--- src/rtl/mux8_scan_ctrl.sv ---
// Scan sequencer and collector for an 8:1 mux: walks the selects, samples y per channel and packs one byte per frame.
// Latency: done is high after edge 8*(SETTLE+1), counting the start-accept edge as edge 0.
// Backpressure: none; start is taken only in IDLE and ignored while busy, and cont chains frames with no gap.
module mux8_scan_ctrl #(
  parameter int SETTLE = 1
) (
  input  logic       clk,
  input  logic       rst,
  input  logic       start,
  input  logic       cont,
  input  logic       y,
  output logic       s0,
  output logic       s1,
  output logic       s2,
  output logic       busy,
  output logic       done,
  output logic [7:0] data,
  output logic [7:0] frames
);

  typedef enum logic [1:0] {
    ST_IDLE   = 2'd0,
    ST_SETTLE = 2'd1,
    ST_SAMPLE = 2'd2
  } state_t;

  // The last settle count before sampling. With SETTLE=0 the settle state is never entered.
  localparam logic [3:0] CNT_LAST = 4'((SETTLE > 0) ? (SETTLE - 1) : 0);
  // Each channel starts by settling, unless there is no settle delay at all.
  localparam state_t FIRST_ST = (SETTLE == 0) ? ST_SAMPLE : ST_SETTLE;

  state_t     state;
  state_t     state_nxt;
  logic [2:0] ch;
  logic [3:0] cnt;
  logic [6:0] sh;
  logic       accept;
  logic       take;
  logic       last;

  // State register; reset wins over every other input.
  always_ff @(posedge clk) begin
    if (rst) begin
      state <= ST_IDLE;
    end else begin
      state <= state_nxt;
    end
  end

  // Next state and the per-cycle strobes that drive the datapath.
  always_comb begin
    state_nxt = state;
    accept    = 1'b0;
    take      = 1'b0;
    last      = 1'b0;
    case (state)
      ST_IDLE: begin
        if (start) begin
          accept    = 1'b1;
          state_nxt = FIRST_ST;
        end
      end
      ST_SETTLE: begin
        if (cnt == CNT_LAST) begin
          state_nxt = ST_SAMPLE;
        end
      end
      ST_SAMPLE: begin
        take = 1'b1;
        if (ch == 3'd7) begin
          last      = 1'b1;
          // cont only matters here, on the final sample of a frame.
          state_nxt = cont ? FIRST_ST : ST_IDLE;
        end else begin
          state_nxt = FIRST_ST;
        end
      end
      default: begin
        state_nxt = ST_IDLE;
      end
    endcase
  end

  // Channel walk, settle counting, shadow capture and frame completion.
  always_ff @(posedge clk) begin
    if (rst) begin
      ch     <= 3'd0;
      cnt    <= 4'd0;
      sh     <= 7'd0;
      data   <= 8'd0;
      done   <= 1'b0;
      frames <= 8'd0;
    end else begin
      done <= last;
      if (accept) begin
        ch  <= 3'd0;
        cnt <= 4'd0;
      end
      if (state == ST_SETTLE) begin
        cnt <= cnt + 4'd1;
      end
      if (take) begin
        // Channel 7 goes straight into data, so only channels 0..6 need shadowing.
        for (int k = 0; k < 7; k++) begin
          if (ch == 3'(k)) begin
            sh[k] <= y;
          end
        end
        cnt <= 4'd0;
        // Wrapping 7 -> 0 also leaves the select at channel 0 for IDLE or the next frame.
        ch  <= ch + 3'd1;
      end
      if (last) begin
        // data is only ever replaced whole, on frame completion.
        data   <= {y, sh};
        frames <= frames + 8'd1;
      end
    end
  end

  // Select lines come straight from the channel register; s0 is the MSB.
  assign {s0, s1, s2} = ch;
  assign busy         = (state != ST_IDLE);

endmodule

--- config.mk ---
export PLATFORM = sky130hd
export DESIGN_NAME = mux8_scan_ctrl
export DESIGN_NICKNAME = d
export VERILOG_FILES = /design/src/rtl/mux8_scan_ctrl.sv
export SDC_FILE = /design/constraint.sdc
export NUM_CORES = 1
export LEC_CHECK = 0
export BUFFER_PORTS_ARGS = -buffer_cell sky130_fd_sc_hd__buf_2
export CELL_PAD_IN_SITES_DETAIL_PLACEMENT = 1
export CELL_PAD_IN_SITES_GLOBAL_PLACEMENT = 1
export CORE_MARGIN = 3
export CORE_UTILIZATION = 37
export CTS_CLUSTER_SIZE = 12
export DETAILED_ROUTE_END_ITERATION = 10
export PLACE_DENSITY = 0.81
export SLEW_MARGIN = 20
export SYNTH_ARGS = -nofsm -noshare
export SYNTH_HDL_FRONTEND = slang
export SYNTH_SLANG_ARGS = --single-unit
--- constraint.sdc ---
create_clock -name clk -period 1.6 [get_ports clk]
set_input_delay 0.16 -clock clk [delete_from_list [all_inputs] [get_ports clk]]
set_output_delay 0.16 -clock clk [all_outputs]
set_load 0.03 [all_outputs]
======== After elaboration in Yosys (flattened, before gate mapping) ========
Index checks and enable logic that the tools add are counted.
storage, ports and cells
  register bits after elaboration ......... 33
  input bits .............................. 5
  output and inout bits ................... 21
  word-level logic and storage cells ...... 56
cells by class
  add/sub/neg operators ................... 3
  eq/ne operators ......................... 11
  muxes and demuxes ....................... 14
  reductions and logical operators ........ 15
operators with widths
  operator                                                          count
  2-bit AND reduction                                               8
  3-bit == test (second input constant)                             4
  8-bit by 1-bit adder with 8-bit output (second input constant)    1
  4-bit 2-to-1 mux                                                  2
  1-bit 2-to-1 mux                                                  7
  3-bit by 2-bit == test with 1-bit output (second input constant)  2
  3-bit 2-to-1 mux                                                  2
  2-bit case mux with 3 select lines                                1
  2-bit nonzero test                                                3
  4-bit by 1-bit adder with 4-bit output (second input constant)    1
  4-bit zero test                                                   1
  2-bit 2-to-1 mux                                                  2
  2-bit != test (second input constant)                             2
  3-bit by 1-bit adder with 3-bit output (second input constant)    1
  3-bit by 1-bit == test with 1-bit output (second input constant)  1
  3-bit zero test                                                   1
  2-bit by 1-bit == test with 1-bit output (second input constant)  1
  2-bit == test (second input constant)                             1
  2-bit zero test                                                   1
  2-bit OR reduction                                                1

======== Depth between registers and ports, before layout ========
  depth in word-level cells ............... 4
  gate-level depth with buffers ........... 6
  depth with buffers taken out ............ 5

======== Worst setup path after synthesis ========
No wires, ideal clock.
  path kind ............................... reg-to-reg
  from .................................... register ch[0]
  to ...................................... register frames[5]
  setup time .............................. 0.070 ns
  arrival time ............................ 1.751 ns
  data required time ...................... 1.530 ns
  path slack .............................. -0.221 ns
  stages on the path, launching flop included .. 6
  path buffers ............................ 0
  period minus slack after synthesis ...... 1.821 ns
  path through ............................ dfxtp_1 -> ha_1 -> ha_1 -> nand3b_4 -> or4_1 -> a21oi_1
on the way
  cells in the longest elaborated chain, start to end .. 3
RTL lines
  what                    line  text
  from (decl)             34    logic [2:0] ch;
  from (signal assigned)  111   ch <= ch + 3'd1;
  3-bit == test           70    if (ch == 3'd7) begin
  1-bit 2-to-1 mux        70
  1-bit 2-to-1 mux        56    case (state)
  to (signal assigned)    116   frames <= frames + 8'd1;
  to (decl)               18    output logic [7:0] frames
Every way passes these cells.
A chain may end at the register's enable or synchronous reset.

======== Final worst setup path ========
  from .................................... register ch[1]
  to ...................................... register frames[5]
The elaborated chain is that of the path after synthesis.

==> results.txt <==
* Peak supply drop: around 0.56 mV
* Leading register cell type out of synthesis: sky130_fd_sc_hd__dfxtp_1
* Source of the critical timing path: ch[1]$_SDFFE_PP0P_
- # nets final: 215
- Proportion of layout cells with a drive suffix above 1: 27.7%
- The congestion estimate from routability-driven global placement came to 0.731.
- From left edge to right edge, the die measures 70.6 µm.
- The run finished with clean final reports.
- CTS clock-pin slew for the worst setup and hold paths: about 70 ps
- Endpoint of the worst register-to-register path: frames[5]$_SDFFE_PP0P_
- The first global-routing pass estimated 6.39 mm of wire.
* Min-Delay Endpoint: state[0]$_SDFFE_PP0P_
* Detailed Route WL: 3.81 mm
* Synth area leaders: sky130_fd_sc_hd__dfxtp_1, sky130_fd_sc_hd__ha_1, sky130_fd_sc_hd__a21oi_1, sky130_fd_sc_hd__nand2_1, sky130_fd_sc_hd__mux2i_1
- Post-layout worst setup margin: 55.9 ps
- Setup violations remaining at the end of the flow were counted as 0.
- Residual DRC: 0
* Worst setup slack for register-to-register paths: 60 ps
- Post-synth EDFFs: 0
* Worst slack after detailed placement: -30.2 ps
- Static leakage: 0.775 nW
- Arrival time of data at the critical path endpoint: 1760 ps
* Cell chosen for the clock root: sky130_fd_sc_hd__clkbuf_8
* Routed via count divided by cell count: 5.34
* Asr flop ratio synth: 0%
* Clock Sinks: 33
- Skew final: 3.10 ps
* Initial Util: about two fifths
* Max transition margin: between 60% and 70%
* Share of the synthesized area in the top cell type: 42.8%
* Die area: 4990 µm²
- Buffers inserted during clock tree synthesis total 5.
- In this run, the number of DRC markers left after iteration 0 of detailed routing was 47.
- During placement, the flow inserted port buffers numbering 25.
* Cts hold-fix bufs: 0
- After synthesis the cells add up to 1550 µm².
- After routing, the total negative slack on setup checks comes to 0 ps.
- The worst setup path is captured at a flop.
* Path category of the worst min-delay check: in -> reg
- Core region area: 3850 µm²
* Synthesis Warnings: 0
- Req. time, crit path: 1820 ps
- Total routing resource utilization after global routing: 16.4%
- HPWL Detailed: 2.59 mm
- Highest clock frequency the design can meet: 0.648 GHz
- Clock buffer depth: 2
- Clock Latency Late Sink: 280 ps
- FF-to-FF Start: ch[1]$_SDFFE_PP0P_
* Proportion of synthesized chip area in sequential cells: between 40% and 50%
- Area Overhead vs Synth: 20.2%
- Wire per inst: 15.2 µm
* DR pass1 iterations: 4
- Slew @ Worst Pin: 516 ps
- Number of antenna violations at the first check in global routing: 0
- Die height: 70.6 µm
- Count of different cell masters after synthesis: 37
- The max-slew violation count was 0.
* Most used cells in the layout excluding fill and tap cells: sky130_fd_sc_hd__dfxtp_1, sky130_fd_sc_hd__buf_2, sky130_fd_sc_hd__nand2_1, sky130_fd_sc_hd__a21oi_1, sky130_fd_sc_hd__nor2_1
- Top-level port count: 26
- The worst setup path is of the reg -> reg kind.
* Post-synthesis cell type with the largest combined area: sky130_fd_sc_hd__dfxtp_1
* Highest fanout seen on the critical path: 7
- Entering global routing, the biggest net connects 28 pins.
* Mean cell area of the mapped netlist: 8.93 µm²
- Number of standard cells in the layout, taps in and fillers out: 250
- The worst setup path is launched from a flop.
- TritonCTS built the clock tree.
- Buffers added to address setup during post-CTS repair amount to 0.
- Along the worst hold path, the cell count comes to 3.
* Hold path startpoint: cont
* Share of the core filled with cells: 48.2%
* Number of core rows: 22
- Diodes inserted: 0
* Max-cap violations: 0
* Worst Hold Slack: 190 ps
- Total via count in the routed design: ~1,300
- Summed over all layers, the global routing overflow is 0.
* Cell depth of the worst flop-to-flop path: 5
- Most common library cell in the layout ignoring fill and taps: sky130_fd_sc_hd__dfxtp_1
- Final period util: 96.5%
* Number of global-route vias before repair: roughly 1,400
* Placed Cells incl. Taps: 242
- Final ANT Viol Nets: 0
- Net count of the mapped netlist: 187
* H-Tree Depth: 2
* Hold Vio Cnt, Final: 0
- In this run, synthesis produced a sequential element count of 33.
- After technology mapping, the gate count stands at 173.
* Power density over cell area: 873 nW/µm²
- Tmin final: 1540 ps
* Unrepaired setup endpoints after global routing: true
-- power breakdown --
group | total [mW] | internal [mW] | leakage [nW] | switching, mW
Combinational | 0.158 | 0.0682 | 0.461 | 0.0899
Sequential | 0.857 | 0.833 | 0.269 | 0.0240
Clock | 0.607 | 0.301 | 0.0450 | 0.306
-- state kept, by name (all words and copies together) (netlist names) --
register and cells:
ch 3, cnt 4, data 8, done 1
frames 8, sh 7, state 2
-- worst max path at each step --
stage               slack [ps]                     end  cells past startpoint
floorplan                   10  frames[5]$_SDFFE_PP0P_                      5
global placement            70  frames[7]$_SDFFE_PP0P_                      5
detailed placement         -30  frames[5]$_SDFFE_PP0P_                      5
CTS                         20  frames[5]$_SDFFE_PP0P_                      5
global route                -6  frames[7]$_SDFFE_PP0P_                      5
finish                      60  frames[5]$_SDFFE_PP0P_                      5
-- through the flow --
stage	instance area, µm²	power, mW
global placement	1750	1.02
floorplan	1560	0.988
finish	1860	1.62
CTS	1840	1.63
global route	1860	1.70
detailed placement	1750	1.03
-- worst max-delay path, stage by stage (launching register included) --
cell and delay [ps]:
sky130_fd_sc_hd__dfxtp_4 350, sky130_fd_sc_hd__ha_2 200, sky130_fd_sc_hd__ha_4 160, sky130_fd_sc_hd__nand3b_4 110, sky130_fd_sc_hd__or4_4 530, sky130_fd_sc_hd__a21oi_2 130
-- cells in the mapped netlist, types with 3 or more instances --
master                     number
sky130_fd_sc_hd__dfxtp_1       33
sky130_fd_sc_hd__nand2_1       22
sky130_fd_sc_hd__a21oi_1       20
sky130_fd_sc_hd__nor2_1        12
sky130_fd_sc_hd__ha_1           9
sky130_fd_sc_hd__inv_1          7
sky130_fd_sc_hd__mux2i_1        7
sky130_fd_sc_hd__clkbuf_1       6
sky130_fd_sc_hd__buf_2          5
sky130_fd_sc_hd__nand3_1        4
sky130_fd_sc_hd__nand4b_1       4
sky130_fd_sc_hd__o21ai_0        4
sky130_fd_sc_hd__or3_1          4
sky130_fd_sc_hd__and4bb_2       3
sky130_fd_sc_hd__nor2b_1        3
-- repair_timing --
action                                 CTS  global route
resized for setup                        2             5
setup endpoints to repair                2             3
cloned                                   0             0
endpoints found under the hold margin    0             0
pin swaps                                0             2
-- layout make-up --
class | instances | area (µm²)
Clock buffer | 6 | 72.6
Clock inverter | 2 | 10.0
Fill cell | 458 | 2000
Inverter | 7 | 26.3
Multi-Input combinational cell | 122 | 841
Sequential cell | 33 | 671
Tap cell | 48 | 60.1
Timing Repair Buffer | 32 | 178
-- cells by family (layout without fill, tap and decap cells) --
| kind of cell | Yosys count | in the layout | share of synthesized area [%] |
|---|---|---|---|
| and+or+nand+nor | 69 | 69 | 26.2 |
| adders and majority gates | 9 | 9 | 7.29 |
| muxes | 7 | 7 | 4.53 |
| AOI/OAI and AO/OA | 35 | 35 | 13.4 |
| buffers and inverters | 18 | 47 | 4.78 |
| xor gates and xnor gates | 2 | 2 | 1.13 |
| DFF | 33 | 33 | 42.8 |
-- routing by layer --
metal | GRT usage [%] | up-vias | part of all wire (%)
met3 | 5.26 | 11 | 4.5
met2 | 29.4 | 27 | 50
met5 | 0 | - | 0
li1 | - | 653 | -
met1 | 17.6 | 645 | 42
met4 | 6.89 | 0 | 2.5
Note: power is estimated with default switching activity, not from simulation.
